File: config.mk
export PLATFORM = sky130hd
export DESIGN_NAME = rx_demod_flat
export DESIGN_NICKNAME = d
export VERILOG_FILES = /design/src/rtl/rx_demod_if.sv /design/src/rtl/rx_demod.sv /design/src/flat_wrapper.sv
export SDC_FILE = /design/constraint.sdc
export NUM_CORES = 1
export LEC_CHECK = 0
export CORE_MARGIN = 2
export CORE_UTILIZATION = 61
export CTS_CLUSTER_SIZE = 28
export DETAILED_ROUTE_END_ITERATION = 8
export GPL_TIMING_DRIVEN = 0
export PLACE_DENSITY = 0.84
export SYNTH_ARGS = -nofsm -noshare
export SYNTH_HDL_FRONTEND = slang
export SYNTH_SLANG_ARGS = --single-unit
File: constraint.sdc
create_clock -name i_clk -period 5.65 [get_ports i_clk]
set_input_delay 1.13 -clock i_clk [delete_from_list [all_inputs] [get_ports i_clk]]
set_output_delay 1.13 -clock i_clk [all_outputs]
set_load 0.005 [all_outputs]
File: src/rtl/rx_demod_if.sv
// Signal bundle between the DCSK chip source and the rx_demod receiver.
interface rx_demod_if;
  logic        i_start;
  logic        i_rx;
  logic [4:0]  i_sf;
  logic        o_bit;
  logic        o_bit_valid;
  logic [4:0]  o_corr;
  logic [31:0] o_msg;
  logic        o_msg_valid;
  logic        o_busy;

  modport master (
    output i_start, i_rx, i_sf,
    input  o_bit, o_bit_valid, o_corr, o_msg, o_msg_valid, o_busy
  );

  modport slave (
    input  i_start, i_rx, i_sf,
    output o_bit, o_bit_valid, o_corr, o_msg, o_msg_valid, o_busy
  );
endinterface

File: src/rtl/rx_demod.sv
// DCSK receive demodulator: buffers each reference half, correlates it with the
// data half, decides one bit per frame and assembles a 32-bit message MSB first.
module rx_demod (
  input  logic     i_clk,
  input  logic     i_arst_n,
  rx_demod_if.slave bus
);
  typedef enum logic [1:0] {IDLE, REF, DATA} state_t;

  state_t      state;
  logic [4:0]  sf_q;
  logic [3:0]  chip_idx;
  logic [4:0]  bit_idx;
  logic [4:0]  agree;
  logic [15:0] ref_buf;
  logic [31:0] shreg;

  logic        sf_ok;
  logic        chip_last;
  logic        match;
  logic [4:0]  agree_nxt;
  logic [5:0]  agree_x2;
  logic        dec;

  // Decision includes the current (last) data chip; a tie (2A == SF) decides 0.
  always_comb begin
    sf_ok     = (bus.i_sf >= 5'd2) && (bus.i_sf <= 5'd16);
    chip_last = ({1'b0, chip_idx} == (sf_q - 5'd1));
    match     = (bus.i_rx == ref_buf[chip_idx]);
    agree_nxt = agree + {4'd0, match};
    agree_x2  = {agree_nxt, 1'b0};
    dec       = (agree_x2 > {1'b0, sf_q});
  end

  always_ff @(posedge i_clk or negedge i_arst_n) begin
    if (!i_arst_n) begin
      state           <= IDLE;
      sf_q            <= '0;
      chip_idx        <= '0;
      bit_idx         <= '0;
      agree           <= '0;
      ref_buf         <= '0;
      shreg           <= '0;
      bus.o_bit       <= 1'b0;
      bus.o_bit_valid <= 1'b0;
      bus.o_corr      <= '0;
      bus.o_msg       <= '0;
      bus.o_msg_valid <= 1'b0;
      bus.o_busy      <= 1'b0;
    end else begin
      bus.o_bit_valid <= 1'b0;
      bus.o_msg_valid <= 1'b0;
      case (state)
        IDLE: begin
          if (bus.i_start && sf_ok) begin
            sf_q        <= bus.i_sf;
            ref_buf[0]  <= bus.i_rx;
            chip_idx    <= 4'd1;
            bit_idx     <= '0;
            agree       <= '0;
            bus.o_busy  <= 1'b1;
            state       <= REF;
          end
        end
        REF: begin
          ref_buf[chip_idx] <= bus.i_rx;
          if (chip_last) begin
            chip_idx <= '0;
            state    <= DATA;
          end else begin
            chip_idx <= chip_idx + 4'd1;
          end
        end
        DATA: begin
          if (chip_last) begin
            bus.o_bit       <= dec;
            bus.o_corr      <= agree_nxt;
            bus.o_bit_valid <= 1'b1;
            shreg           <= {shreg[30:0], dec};
            bit_idx         <= bit_idx + 5'd1;
            agree           <= '0;
            chip_idx        <= '0;
            if (bit_idx == 5'd31) begin
              bus.o_msg       <= {shreg[30:0], dec};
              bus.o_msg_valid <= 1'b1;
              bus.o_busy      <= 1'b0;
              state           <= IDLE;
            end else begin
              state <= REF;
            end
          end else begin
            agree    <= agree_nxt;
            chip_idx <= chip_idx + 4'd1;
          end
        end
        default: state <= IDLE;
      endcase
    end
  end
endmodule

File: src/flat_wrapper.sv
// flat-port wrapper written by rule: the top's interface ports become plain ports
module rx_demod_flat 
  (i_clk, i_arst_n, bus_i_start, bus_i_rx, bus_i_sf, bus_o_bit, bus_o_bit_valid, bus_o_corr, bus_o_msg, bus_o_msg_valid, bus_o_busy);
  rx_demod_if bus_i ();
  input  logic i_clk;
  input  logic i_arst_n;
  input wire logic [$bits(bus_i.i_start)-1:0] bus_i_start;
  input wire logic [$bits(bus_i.i_rx)-1:0] bus_i_rx;
  input wire logic [$bits(bus_i.i_sf)-1:0] bus_i_sf;
  output wire logic [$bits(bus_i.o_bit)-1:0] bus_o_bit;
  output wire logic [$bits(bus_i.o_bit_valid)-1:0] bus_o_bit_valid;
  output wire logic [$bits(bus_i.o_corr)-1:0] bus_o_corr;
  output wire logic [$bits(bus_i.o_msg)-1:0] bus_o_msg;
  output wire logic [$bits(bus_i.o_msg_valid)-1:0] bus_o_msg_valid;
  output wire logic [$bits(bus_i.o_busy)-1:0] bus_o_busy;
  assign bus_i.i_start = bus_i_start;
  assign bus_i.i_rx = bus_i_rx;
  assign bus_i.i_sf = bus_i_sf;
  assign bus_o_bit = bus_i.o_bit;
  assign bus_o_bit_valid = bus_i.o_bit_valid;
  assign bus_o_corr = bus_i.o_corr;
  assign bus_o_msg = bus_i.o_msg;
  assign bus_o_msg_valid = bus_i.o_msg_valid;
  assign bus_o_busy = bus_i.o_busy;
  rx_demod u_core (.i_clk(i_clk), .i_arst_n(i_arst_n), .bus(bus_i));
endmodule
[Yosys cells after proc, flatten, opt, wreduce, memory -nomap -nowiden]
Index checks and enable logic that the tools add are counted.
Storage, ports and cells
  register bits: 109
  latch bits: 0
  bits in writable memories: 0
  memory bits (read-only): 0
  bits of input ports: 9
  word-level logic and storage cells: 78
  memories kept: 0
Operators by class
  add/sub/neg operators: 4
  multiply operators: 0
  div/mod/pow operators: 0
  magnitude comparators: 5
  equal/unequal tests: 9
  shift-type cells: 0
  multiplexer cells: 29
  bitwise logic cells: 0
  reductions and logical operators: 17
Operators by type and width (count)
  5-bit case mux with 2 select lines: 2
  16-bit bitwise mux: 1
  5-bit two-way mux: 3
  1-bit two-way mux: 12
  2-bit AND reduction: 5
  3-bit AND reduction: 3
  4-bit two-way mux: 2
  2-bit by 1-bit != test with 1-bit output (second input constant): 4
  4-bit case mux with 2 select lines: 1
  6-bit by 5-bit > comparator with 1-bit output: 1
  2-bit two-way mux: 3
  2-bit case mux with 3 select lines: 1
  2-bit nonzero test: 3
  5-bit by 1-bit adder with 5-bit output: 1
  5-bit by 1-bit adder with 5-bit output (second input constant): 1
  4-bit by 5-bit == test with 1-bit output: 1
  5-bit == test (second input constant): 1
  5-bit by 2-bit >= comparator with 1-bit output (second input constant): 1
  5-bit <= comparator (second input constant): 1
  4-bit by 5-bit less-than comparator with 1-bit output (second input constant): 1
  5-bit by 1-bit subtractor with 5-bit output (second input constant): 1
  4-bit by 1-bit adder with 4-bit output (second input constant): 1
  1-bit binary-select mux with 4-bit select: 1
  1-bit demux with 4-bit select: 1
  9 further kinds: 12

[Depth between registers and ports, before layout]
  depth in word-level cells: 6
  mapped depth: 13
  gate-level depth less buffers: 12

[Least setup slack after synthesis]
Ideal clock, no wire load.
  path type: reg-to-reg
  start: register u_core.chip_idx[0]
  end: register u_core.bus.o_msg[0]
  setup time: 125 ps
  arrival: 3390 ps
  required time: 5525 ps
  setup slack: 2136 ps
  stages on the path, launching flop included: 13
  buffers on the path: 1
  cells stage by stage: dfrtp_1 buf_2 mux4_2 mux4_2 xnor2_1 ha_1 ha_1 nor2b_1 or2_2 ha_1 a211oi_1 o21ai_0 mux2_2
Between the ends
  longest elaborated chain between the ends: 5
Ends and longest elaborated chain
  from (decl): RTL line rx_demod.sv:12  | logic [3:0] chip_idx;
  from (signal assigned): RTL line rx_demod.sv:71  | chip_idx <= chip_idx + 4'd1;
  from (signal assigned): RTL line rx_demod.sv:93  | chip_idx <= chip_idx + 4'd1;
  1-bit binary-select mux with 4-bit select: RTL line rx_demod.sv:29  | match = (bus.i_rx == ref_buf[chip_idx]);
  1-bit two-way mux (implied by the code): RTL line rx_demod.sv:29
  1-bit == test: RTL line rx_demod.sv:29
  5-bit by 1-bit adder with 5-bit output: RTL line rx_demod.sv:30  | agree_nxt = agree + {4'd0, match};
  named net u_core.agree_nxt[2]: RTL line rx_demod.sv:21  | logic [4:0] agree_nxt;
  6-bit by 5-bit > comparator with 1-bit output: RTL line rx_demod.sv:32  | dec = (agree_x2 > {1'b0, sf_q});
  to (signal assigned): RTL line rx_demod.sv:84  | bus.o_msg <= {shreg[30:0], dec};
  to (decl): RTL line rx_demod_if.sv:20  | output o_bit, o_bit_valid, o_corr, o_msg, o_msg_valid, o_busy
The timed path passes the listed nets, and every way through them passes these cells. The select of a mux whose other input is x is not followed.
A chain may end at the register's enable or synchronous reset.

[Worst setup path in the final report]
  start: input port bus_i_rx
  end: register u_core.bus.o_msg[0]
Between the ends
  longest elaborated chain between the ends: 3
Ends and longest elaborated chain
  from (decl): RTL line flat_wrapper.sv:8  | input wire logic [$bits(bus_i.i_rx)-1:0] bus_i_rx;
  1-bit == test: RTL line rx_demod.sv:29
  5-bit by 1-bit adder with 5-bit output: RTL line rx_demod.sv:30
  named net u_core.agree_nxt[2]: RTL line rx_demod.sv:21
  6-bit by 5-bit > comparator with 1-bit output: RTL line rx_demod.sv:32
The timed path passes the listed nets, and every way through them passes these cells.

==> summary.md <==
| Metric | Value |
|---|---|
| Run status | `finished, final reports clean` |
| Avg Synthesized Cell Area | `13.0 um2` |
| Die width | `94.2 um` |
| Worst setup SP type | `input port` |
| H-tree Lvls | `3` |
| Sequential power share | `about three fifths` |
| Most frequent CP cell | `ha_1` |
| Via count | `3175` |
| Slew Limit Fails | `0` |
| I/O Buffers | `49` |
| Fmax | `254 MHz` |
| Root Driver | `clkbuf_8` |
| Initial DRC Count | `101` |
| Initial antenna violation count | `0` |
| Synthesis-to-finish area growth | `16.6%` |
| Switching share of power | `between 20 and 25%` |
| Rows | `32` |
| Worst min path class | `reg2reg` |
| Commonest non-fill, non-tap cell in the layout | `dfrtp_1` |
| # setup viols final | `0` |
| Post-Place Cells | `533` |
| Final core occ | `about three quarters` |
| Fin crit share | `69.8%` |
| Largest net degree at the start of global routing | `57` |
| Number of max-cap violations | `0` |
| Comb power frac | `between 7 and 8%` |
| Postcts setup bufs | `0` |
| Max Root-Sink Buffers | `2` |
| Vias in the first global route | `3200` |
| Hold-fix buffers at CTS | `0` |
| Clk slew on worst S/H paths | `0.11 ns` |
| WS Path Type | `in2reg` |
| Mapped Area | `4960 um2` |
| Nets | `468` |
| Initial Util | `63.6%` |
| Net Sw Power | `roughly 330 uW` |
| Clock power frac | `between 30% and 40%` |
| Routed wire per std cell | `~17 um` |
| WP data arrival | `4.21 ns` |
| Die Span Y | `between 90 and 100 um` |
| Final instance area | `between 5000 and 6000 um2` |
| Post-DP Area | `around 5600 um2` |
| Later-pin clock latency in the skew report | `between 0.3 and 0.4 ns` |
| Slowest Stage Delay on Critical Path | `0.60 ns` |
| Core area | `~7800 um2` |
| Post-synthesis cell count | `381` |
| Antenna cells | `0` |
| Hold_ws | `0.494 ns` |
| First-pass GRT wire length | `between 15000 and 20000 um` |
| TritonCTS Buffers | `9` |
| Peak VDD IR | `0.126 mV` |
| Final hold violations | `0` |
| Pwr per Cell Area | `235 nW/um2` |
| GRT overflow | `0` |
| Least-Margin Pin Slew | `0.808 ns` |
| Synth Register Bits | `108` |
| Pint | `a little over 1 mW` |
| Global-route usage over all layers | `between 20 and 25%` |
| Power Total | `about 1.4 mW` |
| Setup Skew | `0.0116 ns` |
| 1st-pass router iterations | `4` |
| Predominant post-synthesis flop cell | `dfrtp_1` |
| Worst path required time | `5.91 ns` |
| Die area | `8870 um2` |
| Post-synth EDFFs | `0` |
| Slowest-stage cell, CP | `clkdlybuf4s50_1` |
| Layout cell share with drive strength beyond 1 | `20.1%` |
| Most frequent cells in the layout | `dfrtp_1, mux2_2, clkdlybuf4s50_1, mux2_1` |
| Setup repair after global routing missed its margin | `no` |
| Synth unique cells | `47` |
| Period minus WS final | `roughly 3.9 ns` |
| RD Place Congestion | `0.820` |
| Worst slew margin | `45.3%` |
| CP Max Fanout | `10` |
| TritonCTS clock tree | `done` |
| Vias/cell | `5.78` |
| Leak | `2.77 nW` |
| Register area share after synthesis | `a little over half` |
| Hpwl dp | `6650 um` |
| Routed WL | `9260 um` |
| Total clock sinks | `108` |
| IO Count | `50` |
| DRC viols | `0` |
| Non-filler cells in the finished layout | `549` |
| Crit-path cells | `clkdlybuf4s50_1 > clkbuf_1 > xnor2_1 > ha_1 > ha_1 > nor2b_1 > or2_2 > ha_1 > a211oi_1 > o21ai_0 > mux2_2` |
| Syn_nets | `407` |
| Worst setup EP type | `register` |
| Yosys warnings | `0` |
| Post-DRT Antenna Nets | `0` |
| CTS resizes | `0` |
| Fraction of registers with async set/reset | `100%` |
-- metal layers --
layer | GRT usage, % | vias to the layer above | routed length (um)
li1 | - | 1490 | -
met1 | 31.0 | 1604 | 4210
met2 | 38.3 | 71 | 4580
met3 | 4.17 | 10 | 318
met4 | 8.45 | 0 | 145
met5 | 0 | - | 0
-- per-stage QoR --
step	setup TNS, ns	setup WS [ns]
4_1_cts	0	1.69
3_3_place_gp	-50.57	-0.474
2_1_floorplan	0	2.14
6_report	0	1.71
3_5_place_dp	0	1.29
5_1_grt	0	1.41
-- synthesized netlist by cell type, types with 6 or more instances --
cell | count | area, um2
a21oi_1 | 7 | 35.0
clkbuf_1 | 7 | 26.3
dfrtp_1 | 108 | 2700
ha_1 | 17 | 213
inv_1 | 16 | 60.1
mux2_1 | 29 | 327
mux2_2 | 50 | 563
nand2_1 | 22 | 82.6
nand3_1 | 22 | 110
nand4_1 | 7 | 43.8
nor2_1 | 6 | 22.5
nor2b_1 | 7 | 43.8
o21ai_0 | 14 | 70.1
-- sequential cells by signal, indices dropped and copies added, names as in the netlist --
signal	flops
u_core.bus.o_corr	5
u_core.state	2
u_core.sf_q	5
u_core.shreg	31
u_core.bus.o_msg	32
u_core.chip_idx	4
u_core.bus.o_bit_valid	1
u_core.bus.o_msg_valid	1
u_core.agree	5
u_core.bus.o_busy	1
u_core.ref_buf	16
u_core.bit_idx	5
-- power by group through the flow --
stage,logic [mW],clock network (mW),registers [mW]
finish,0.0990,0.444,0.818
CTS,0.102,0.449,0.818
detailed placement,0.102,0,0.833
global placement,0.0954,0,0.833
floorplan,0.0292,0,0.830
global route,0.109,0.486,0.822
-- final cells by class --
| class | count | area, um2 |
|---|---|---|
| sequential | 108 | 2700 |
| multi-input combinational | 238 | 2080 |
| fill | 536 | 2020 |
| timing repair buffer | 50 | 515 |
| clock buffer | 10 | 128 |
| tap | 102 | 128 |
| buffer | 19 | 115 |
| inverter | 16 | 60.1 |
| clock inverter | 6 | 55.1 |
-- final timing paths --
path / startpoint / to / slack [ns] / depth (start not counted)
max: bus_i_rx / u_core.bus.o_msg[0] / 1.71 / 11
min: u_core.bus.o_msg[6] / u_core.bus.o_msg[6] / 0.49 / 1
max reg2reg: u_core.chip_idx[0] / u_core.bus.o_msg[0] / 1.74 / 12
min reg2reg: u_core.bus.o_msg[6] / u_core.bus.o_msg[6] / 0.49 / 1
max in group asynchronous: i_arst_n / u_core.bit_idx[0] / 4.16 / 2
min in group asynchronous: i_arst_n / u_core.bus.o_msg[23] / 0.78 / 1
-- worst max-delay path: cells and delay by family --
family          cells  cell delay, ns
buf+inv             2            0.95
mux                 1            0.29
compound gates      2            0.38
fa+ha+maj           3            0.80
xor+xnor            1            0.17
simple gates        2            0.48
-- cell families after synthesis --
| group | count (synthesis) | synth area share (%) |
|---|---|---|
| DFF | 108 | 54.5 |
| AOI/OAI and AO/OA | 42 | 5.70 |
| adders and majority gates | 17 | 4.29 |
| and+or+nand+nor | 81 | 8.70 |
| xor gates and xnor gates | 8 | 1.41 |
| buffers and inverters | 35 | 3.53 |
| muxes | 90 | 21.9 |
(Power assumes the default switching activity.)
